### config.mk
export PLATFORM = sky130hd
export DESIGN_NAME = tlu_trigger_emulator_flat
export DESIGN_NICKNAME = d
export VERILOG_FILES = /design/src/rtl/tlu_trigger_emulator_if.sv /design/src/rtl/tlu_trigger_emulator.sv /design/src/flat_wrapper.sv
export SDC_FILE = /design/constraint.sdc
export NUM_CORES = 1
export LEC_CHECK = 0
export CORE_UTILIZATION = 45
export CTS_CLUSTER_SIZE = 40
export DETAILED_ROUTE_END_ITERATION = 6
export PLACE_DENSITY = 0.75
export SLEW_MARGIN = 20
export SYNTH_ARGS = -nofsm -noshare
export SYNTH_HDL_FRONTEND = slang
export SYNTH_SLANG_ARGS = --single-unit
### constraint.sdc
create_clock -name BUS_CLK -period 4.2 [get_ports BUS_CLK]
set_clock_uncertainty 0.15 [all_clocks]
set_input_delay 0.42 -clock BUS_CLK [delete_from_list [all_inputs] [get_ports BUS_CLK]]
set_output_delay 0.42 -clock BUS_CLK [all_outputs]
set_load 0.05 [all_outputs]
### src/rtl/tlu_trigger_emulator_if.sv
// RJ45 link between the TLU emulator (master) and the TLU controller (slave).
interface tlu_trigger_emulator_if;
  logic TLU_TRIGGER;
  logic TLU_RESET;
  logic TLU_BUSY;
  logic TLU_CLOCK;

  modport master (output TLU_TRIGGER, output TLU_RESET, input TLU_BUSY, input TLU_CLOCK);
  modport slave  (input TLU_TRIGGER, input TLU_RESET, output TLU_BUSY, output TLU_CLOCK);
endinterface

### src/rtl/tlu_trigger_emulator.sv
// EUDET TLU 0.1/0.2 emulator: periodic triggers, busy/clock handshake in three
// modes, serial trigger-number readout and TLU reset pulses.
module tlu_trigger_emulator #(
  parameter int TRIGGER_BITS = 15,
  parameter int PERIOD_WIDTH = 16
) (
  input  logic                    BUS_CLK,
  input  logic                    BUS_RST_N,
  input  logic                    ENABLE,
  input  logic [1:0]              MODE,
  input  logic [PERIOD_WIDTH-1:0] PERIOD,
  input  logic [3:0]              PULSE_LEN,
  input  logic                    RESET_CMD,
  input  logic                    ERROR_CLR,
  tlu_trigger_emulator_if.master  tlu,
  output logic [31:0]             TRIGGER_NUMBER,
  output logic                    ACTIVE,
  output logic                    TIMEOUT_ERROR
);

  localparam logic [4:0] IDX_MAX = 5'(TRIGGER_BITS);

  typedef enum logic [2:0] {
    S_IDLE, S_WAIT_PERIOD, S_TRIG, S_SHIFT, S_WAIT_RELEASE, S_DONE, S_RST_PULSE
  } state_e;

  state_e                  state_q, state_d;
  logic [PERIOD_WIDTH-1:0] cnt_q, cnt_d;
  logic [7:0]              tcnt_q, tcnt_d;
  logic [4:0]              idx_q, idx_d;
  logic [1:0]              rcnt_q, rcnt_d;
  logic                    trig_q, trig_d;
  logic                    rst_q, rst_d;
  logic [31:0]             trig_num_q, trig_num_d;
  logic                    pend_q, pend_d;
  logic                    err_q, err_d;
  logic [1:0]              busy_sync_q;
  logic [2:0]              clk_sync_q;

  logic       busy_s, clk_rise, rst_req, handshake, data_mode, timeout, start_rst;
  logic [3:0] plen;

  assign busy_s    = busy_sync_q[1];
  assign clk_rise  = clk_sync_q[1] & ~clk_sync_q[2];
  assign rst_req   = pend_q | RESET_CMD;
  assign handshake = |MODE;
  assign data_mode = MODE[1];
  assign plen      = (PULSE_LEN == 4'd0) ? 4'd1 : PULSE_LEN;

  always_ff @(posedge BUS_CLK or negedge BUS_RST_N) begin
    if (!BUS_RST_N) begin
      busy_sync_q <= '0;
      clk_sync_q  <= '0;
    end else begin
      busy_sync_q <= {busy_sync_q[0], tlu.TLU_BUSY};
      clk_sync_q  <= {clk_sync_q[1:0], tlu.TLU_CLOCK};
    end
  end

  always_comb begin
    state_d    = state_q;
    cnt_d      = cnt_q;
    tcnt_d     = tcnt_q;
    idx_d      = idx_q;
    rcnt_d     = rcnt_q;
    trig_d     = trig_q;
    rst_d      = rst_q;
    trig_num_d = trig_num_q;
    pend_d     = pend_q;
    err_d      = err_q;
    timeout    = 1'b0;
    start_rst  = 1'b0;
    if (ERROR_CLR) err_d = 1'b0;

    case (state_q)
      S_IDLE: begin
        if (rst_req)     start_rst = 1'b1;
        else if (ENABLE) begin
          cnt_d   = PERIOD;
          state_d = S_WAIT_PERIOD;
        end
      end
      S_WAIT_PERIOD: begin
        if (rst_req)              start_rst = 1'b1;
        else if (!ENABLE)         state_d = S_IDLE;
        else if (cnt_q == '0) begin
          trig_d  = 1'b1;
          tcnt_d  = '0;
          state_d = S_TRIG;
        end else                  cnt_d = cnt_q - 1'b1;
      end
      S_TRIG: begin
        pend_d = rst_req;
        if (!handshake) begin
          if (tcnt_q >= {4'd0, plen} - 8'd1) begin
            trig_d  = 1'b0;
            state_d = S_DONE;
          end else tcnt_d = tcnt_q + 8'd1;
        end else if (busy_s) begin
          trig_d  = 1'b0;
          idx_d   = '0;
          state_d = data_mode ? S_SHIFT : S_WAIT_RELEASE;
        end else if (tcnt_q == 8'hFF) begin
          // 256th cycle without busy: give up on this trigger
          timeout = 1'b1;
          trig_d  = 1'b0;
          state_d = S_DONE;
        end else tcnt_d = tcnt_q + 8'd1;
      end
      S_SHIFT: begin
        pend_d = rst_req;
        if (!busy_s) begin
          trig_d  = 1'b0;
          idx_d   = '0;
          state_d = S_DONE;
        end else if (clk_rise) begin
          if (idx_q < IDX_MAX) begin
            trig_d = trig_num_q[idx_q];
            idx_d  = idx_q + 5'd1;
          end else trig_d = 1'b0;
        end
      end
      S_WAIT_RELEASE: begin
        pend_d = rst_req;
        if (!busy_s) state_d = S_DONE;
      end
      S_DONE: begin
        pend_d     = rst_req;
        trig_num_d = trig_num_q + 32'd1;
        cnt_d      = PERIOD;
        state_d    = (ENABLE && !rst_req) ? S_WAIT_PERIOD : S_IDLE;
      end
      S_RST_PULSE: begin
        if (rcnt_q == 2'd3) begin
          rst_d   = 1'b0;
          pend_d  = 1'b0;
          state_d = S_IDLE;
        end else rcnt_d = rcnt_q + 2'd1;
      end
      default: state_d = S_IDLE;
    endcase

    if (start_rst) begin
      rst_d      = 1'b1;
      rcnt_d     = '0;
      trig_num_d = '0;
      state_d    = S_RST_PULSE;
    end
    if (timeout) err_d = 1'b1;
  end

  always_ff @(posedge BUS_CLK or negedge BUS_RST_N) begin
    if (!BUS_RST_N) begin
      state_q    <= S_IDLE;
      cnt_q      <= '0;
      tcnt_q     <= '0;
      idx_q      <= '0;
      rcnt_q     <= '0;
      trig_q     <= 1'b0;
      rst_q      <= 1'b0;
      trig_num_q <= '0;
      pend_q     <= 1'b0;
      err_q      <= 1'b0;
    end else begin
      state_q    <= state_d;
      cnt_q      <= cnt_d;
      tcnt_q     <= tcnt_d;
      idx_q      <= idx_d;
      rcnt_q     <= rcnt_d;
      trig_q     <= trig_d;
      rst_q      <= rst_d;
      trig_num_q <= trig_num_d;
      pend_q     <= pend_d;
      err_q      <= err_d;
    end
  end

  assign tlu.TLU_TRIGGER = trig_q;
  assign tlu.TLU_RESET   = rst_q;
  assign TRIGGER_NUMBER  = trig_num_q;
  assign ACTIVE          = (state_q != S_IDLE);
  assign TIMEOUT_ERROR   = err_q;

endmodule

### src/flat_wrapper.sv
// flat-port wrapper written by rule: the top's interface ports become plain ports
module tlu_trigger_emulator_flat 
#(
  parameter int TRIGGER_BITS = 15,
  parameter int PERIOD_WIDTH = 16
)
  (BUS_CLK, BUS_RST_N, ENABLE, MODE, PERIOD, PULSE_LEN, RESET_CMD, ERROR_CLR, TRIGGER_NUMBER, ACTIVE, TIMEOUT_ERROR, tlu_TLU_TRIGGER, tlu_TLU_RESET, tlu_TLU_BUSY, tlu_TLU_CLOCK);
  tlu_trigger_emulator_if tlu_i ();
  input  logic BUS_CLK;
  input  logic BUS_RST_N;
  input  logic ENABLE;
  input  logic [1:0] MODE;
  input  logic [PERIOD_WIDTH-1:0] PERIOD;
  input  logic [3:0] PULSE_LEN;
  input  logic RESET_CMD;
  input  logic ERROR_CLR;
  output logic [31:0] TRIGGER_NUMBER;
  output logic ACTIVE;
  output logic TIMEOUT_ERROR;
  output wire logic [$bits(tlu_i.TLU_TRIGGER)-1:0] tlu_TLU_TRIGGER;
  output wire logic [$bits(tlu_i.TLU_RESET)-1:0] tlu_TLU_RESET;
  input wire logic [$bits(tlu_i.TLU_BUSY)-1:0] tlu_TLU_BUSY;
  input wire logic [$bits(tlu_i.TLU_CLOCK)-1:0] tlu_TLU_CLOCK;
  assign tlu_TLU_TRIGGER = tlu_i.TLU_TRIGGER;
  assign tlu_TLU_RESET = tlu_i.TLU_RESET;
  assign tlu_i.TLU_BUSY = tlu_TLU_BUSY;
  assign tlu_i.TLU_CLOCK = tlu_TLU_CLOCK;
  tlu_trigger_emulator #(.TRIGGER_BITS(TRIGGER_BITS), .PERIOD_WIDTH(PERIOD_WIDTH)) u_core (.BUS_CLK(BUS_CLK), .BUS_RST_N(BUS_RST_N), .ENABLE(ENABLE), .MODE(MODE), .PERIOD(PERIOD), .PULSE_LEN(PULSE_LEN), .RESET_CMD(RESET_CMD), .ERROR_CLR(ERROR_CLR), .tlu(tlu_i), .TRIGGER_NUMBER(TRIGGER_NUMBER), .ACTIVE(ACTIVE), .TIMEOUT_ERROR(TIMEOUT_ERROR));
endmodule
# --- Word-level counts from Yosys, hierarchy flattened ---
# Index checks and enable logic that the tools add are counted.
word_totals:
  regBits: 75
  latchBits: 0
  mem_bits_rw: 0
  romBits: 0
  output_inout_bits: 36
  mem_count: 0
classes:
  add_sub_neg: 6
  n_mul: 0
  div_mod_pow: 0
  n_lt_le_gt_ge: 3
  eq_ne: 33
  n_shift: 0
  n_mux: 66
  bitwise_logic: 3
  n_reduce_logical: 27
ops:
  columns: ["operator", "count"]
  rows:
  - ["16-bit 2-to-1 mux", 5]
  - ["32-bit 2-to-1 mux", 2]
  - ["8-bit 2-to-1 mux", 7]
  - ["16-bit case mux with 3 select lines", 1]
  - ["3-bit 2-to-1 mux", 13]
  - ["32-bit by 1-bit adder with 32-bit output (second input constant)", 1]
  - ["5-bit 2-to-1 mux", 5]
  - ["1-bit 2-to-1 mux", 23]
  - ["3-bit inequality test (second input constant)", 7]
  - ["3-bit case mux with 6 select lines", 1]
  - ["16-bit logical NOT", 1]
  - ["8-bit case mux with 2 select lines", 1]
  - ["16-bit by 1-bit subtractor with 16-bit output (second input constant)", 1]
  - ["7-bit AND reduction", 2]
  - ["2-bit nonzero test", 7]
  - ["2-bit by 1-bit inequality test with 1-bit output (second input constant)", 5]
  - ["2-bit inequality test (second input constant)", 5]
  - ["5-bit case mux with 2 select lines", 1]
  - ["3-bit equality test (second input constant)", 3]
  - ["3-bit nonzero test", 3]
  - ["8-bit by 1-bit adder with 8-bit output (second input constant)", 1]
  - ["8-bit equality test (second input constant)", 1]
  - ["8-bit greater-or-equal comparator", 1]
  - ["8-bit AND reduction", 1]
  - ["31 further kinds", 40]

# --- Depth between registers and ports, before layout ---
depth:
  depth_word: 8
  depth_mapped: 13

# --- Least setup slack after synthesis ---
# Ideal clock, no wire load.
synth_timing:
  path_type: "in2reg"
  from: "in PULSE_LEN[3]"
  to: "reg u_core.tcnt_q[6]"
  arrival_time_ns: 2.495
  t_required_ns: 3.931
  setup_slack_ns: 1.437
  stages: 11
  n_path_buf: 2
  path_cell_list: "nor3_1 > nor2_1 > ha_1 > ha_1 > a2111o_1 > a31oi_1 > o21ai_2 > clkbuf_1 > and2_1 > clkbuf_1 > o21a_1"
synth_via:
  elab_chain_len: 6
synth_lines:
  columns: ["element", "line", "text"]
  rows:
  - ["start: declaration", "flat_wrapper.sv:14", "input logic [3:0] PULSE_LEN;"]
  - ["4-bit logical NOT", "tlu_trigger_emulator.sv:48", "assign plen = (PULSE_LEN == 4'd0) ? 4'd1 : PULSE_LEN;"]
  - ["4-bit 2-to-1 mux *", "tlu_trigger_emulator.sv:48", null]
  - ["4-bit by 1-bit subtractor with 5-bit output *", "tlu_trigger_emulator.sv:95", "if (tcnt_q >= {4'd0, plen} - 8'd1) begin"]
  - ["8-bit greater-or-equal comparator *", "tlu_trigger_emulator.sv:95", null]
  - ["3-bit by 2-bit inequality test with 1-bit output (no source line) *", null, null]
  - ["7-bit AND reduction (no source line) *", null, null]
  - ["end signal: assignment", "tlu_trigger_emulator.sv:167", "tcnt_q <= tcnt_d;"]
  - ["end: declaration", "tlu_trigger_emulator.sv:29", "logic [7:0] tcnt_q, tcnt_d;"]
# Every way passes the cells marked *; elsewhere a longest branch is shown, timed or not.
# A chain may end at the register's enable or synchronous reset.

# --- Worst setup path after layout ---
layout_timing:
  from: "reg u_core.state_q[1]"
  to: "reg u_core.trig_num_q[16] (netlist: u_core.TRIGGER_NUMBER[16])"
layout_via:
  elab_chain_len: 4
  elab_cells_between_ends: 7
  classes_between: "eq/ne: 2; mux: 2; reduce/logical: 3"
layout_lines:
  columns: ["element", "line", "text"]
  rows:
  - ["start: declaration", "tlu_trigger_emulator.sv:27", "state_e state_q, state_d;"]
  - ["start signal: assignment", "tlu_trigger_emulator.sv:165", "state_q <= state_d;"]
  - ["3-bit by 1-bit equality test with 1-bit output or 3-bit logical NOT (tied branches)", "tlu_trigger_emulator.sv:75", "case (state_q)"]
  - ["2-bit OR reduction (no source line)", null, null]
  - ["1-bit 2-to-1 mux", null, null]
  - ["32-bit 2-to-1 mux or 2-bit nonzero test (tied branches)", null, null]
  - ["end signal: assignment", "tlu_trigger_emulator.sv:172", "trig_num_q <= trig_num_d;"]
  - ["end: declaration", "tlu_trigger_emulator.sv:34", "logic [31:0] trig_num_q, trig_num_d;"]
# Several ways; a longest one is shown, not always the timed one.

==> metrics.txt <==
Nets=593; area of the multi-input gates=2406 um2; number of synthesized flops with an enable pin=0; cell taking the most area after synthesis=dfrtp_1; vias in the first global route=3727; DR DRC count=0; initial antenna violation count=0; Worst Hold Class=input port to asynchronous set/reset pin; Mapped Cells=487; ANT cells=0; status=finished clean; end-of-flow core utilization=0.5720; die height=between 100 and 150 um; Async SR Flop Fraction=1.000; Fillers=between 800 and 900; Sum Neg Setup Slack=0 ps; die width=100.9 um; peak supply drop=0.2995 mV; Ports=65; cell area power density=484.6 nW/um2; Crit Path Category=flip-flop to flip-flop; wire length per cell=15.28 um; Min Clock Period, post-route=3079 ps; Final Cycle Share=0.7330; Design Power=2.597 mW; Max Fclk=324.8 MHz; hold bufs inserted after CTS=0; Initial Utilization=0.4701; PortBufs=64; clock root buffer=clkbuf_8; Post-synth top cells=dfrtp_1, nor2_1, nand2_1, a21oi_1, o21ai_0; Routed Antenna Nets=0; worst-path fanout max=14; largest net degree at the start of global routing=76; CP Capture Type=flip-flop; Reg area=1877 um2; GR Overflow Total=0; Avg Inst Size Synth=around 9.0 um2; Yosys reg bits=75; Vias/cell=5.713; sequential-to-total area share from yosys stat=0.4260; DP HPWL=approximately 7500 um; Hold Vio Cnt, Final=0; layout cell share with drive strength beyond 1=0.06510; total CTS buffers=9; final-report max-slew violation count=0; unrepaired setup endpoints after global routing=no; die area=between 10000 and 15000 um2; top_reg_cell synth=dfrtp_1; leak pwr=2.195 nW; Rel. slew slack=0.3155; Post-CTS Resized=0; crit path DAT=3200 ps; synth unique cells=between 60 and 70; final setup fails=0; Min Hold Slack=53.94 ps; Slew @ Worst Pin=1024 ps; Placeable Area=9371 um2; max-cap viol count=0; Layout area overhead=21.67%; Skew-Pair Late Insertion Delay=350 ps; Placer Congestion=0.8121; top-count cell post-synth=dfrtp_1; Max clock buf depth=2; post-synth top area share=0.4260; DRT Wirelength=10420 um; first-pass GRT wire length=roughly 18000 um; H-tree levels=3; Post-Syn Area=4405 um2; row count=35; top cells by area, synth=dfrtp_1, nor2_1, ha_1; clk sinks=75; Initial DRT Pass Iterations=5; Worst setup SP type=flip-flop; Via Count=3896; gr usage total=0.2179; Syn. warnings=0; Post-CTS Setup Bufs=0; 1st-iter DRT viols=~220; Clock transition at path regs=roughly 80 ps; CTS tree=done; worst path required time=4320 ps
stage by stage:
| step | setup WS, ps | std cells | area (um2) |
|---|---|---|---|
| after CTS | 1155 | 682 | 5360 |
| after floorplan | 1437 | 490 | 4417 |
| after global placement | 1017 | 666 | 5157 |
| after detailed placement | 881.6 | 666 | 5157 |
| final | 1121 | 682 | 5360 |
| after global routing | 947.4 | 682 | 5360 |
power breakdown:
group          internal, mW  total (mW)  switching [mW]
logic                 0.392       0.976           0.583
clock network         0.289       0.564           0.274
registers             0.863        1.06           0.194
total                  1.55        2.60            1.05
layout by cell type (no fill, tap or decap), drive strengths merged, types with 12 or more instances in the layout:
cell type / synthesis / final
inv: 14 / 14
nand4: 13 / 13
a21oi: 32 / 32
nand2: 34 / 34
clkdlybuf4s50: 0 / 63
dfrtp: 75 / 75
nor3: 12 / 12
o21ai: 35 / 35
ha: 16 / 16
xor2: 20 / 20
nor2: 70 / 70
nand3: 25 / 25
layout make-up:
cell class                 count  share of cell area
clock buffer                  10             0.02568
clock inverter                 6             0.01214
inverter                      14            0.009804
multi-input combinational    381              0.4489
sequential                    75              0.3501
tap                          129             0.03011
timing repair buffer          67              0.1232
layer usage:
layer | track usage | vias to the layer above | wire [um]
li1 | - | 1882 | -
met1 | 0.2991 | 1926 | 4827
met2 | 0.3509 | 74 | 5077
met3 | 0.03190 | 14 | 356
met4 | 0.08027 | 0 | 162
met5 | 0 | - | 0
critical path, cell delays in order (launching register included):
cell and delay (ps):
dfrtp_1 530, inv_1 290, ha_1 210, o21ai_0 350, a211oi_2 690, nand3_1 250, or3_1 370, a21oi_1 170
cells by family (layout without fill, tap and decap cells):
group | count (synthesis) | in the layout | share of synthesized area
compound gates | 117 | 117 | 0.1690
xor+xnor | 30 | 30 | 0.05964
fa+ha+maj | 16 | 16 | 0.04544
buf+inv | 34 | 97 | 0.03039
flops | 75 | 75 | 0.4260
mux | 10 | 10 | 0.03465
other cells | 1 | 4 | 0.0008512
simple gates | 204 | 204 | 0.2340
registers in the layout (all words and copies together), names as in the netlist:
signal,flops
u_core.tlu.TLU_RESET,1
u_core.TRIGGER_NUMBER,32
u_core.idx_q,5
u_core.tlu.TLU_TRIGGER,1
u_core.clk_sync_q,3
u_core.busy_sync_q,2
u_core.state_q,3
u_core.TIMEOUT_ERROR,1
u_core.rcnt_q,2
u_core.cnt_q,16
u_core.pend_q,1
u_core.tcnt_q,8
final timing paths:
kind,slack (ps),depth (start not counted),end,from
max in group asynchronous,3200,1,u_core.tcnt_q[3]$_DFFE_PN0P_,BUS_RST_N
worst max register to register,1120,7,u_core.TRIGGER_NUMBER[16]$_DFFE_PN0P_,u_core.state_q[1]$_DFFE_PN0P_
worst min-delay path,50,1,u_core.cnt_q[6]$_DFFE_PN0P_,BUS_RST_N
min in group BUS_CLK,200,0,u_core.clk_sync_q[1]$_DFF_PN0_,u_core.clk_sync_q[0]$_DFF_PN0_
worst max-delay path,1120,7,u_core.TRIGGER_NUMBER[16]$_DFFE_PN0P_,u_core.state_q[1]$_DFFE_PN0P_
worst min register to register,200,0,u_core.clk_sync_q[1]$_DFF_PN0_,u_core.clk_sync_q[0]$_DFF_PN0_
No activity file was read; power rests on OpenSTA's default activity.
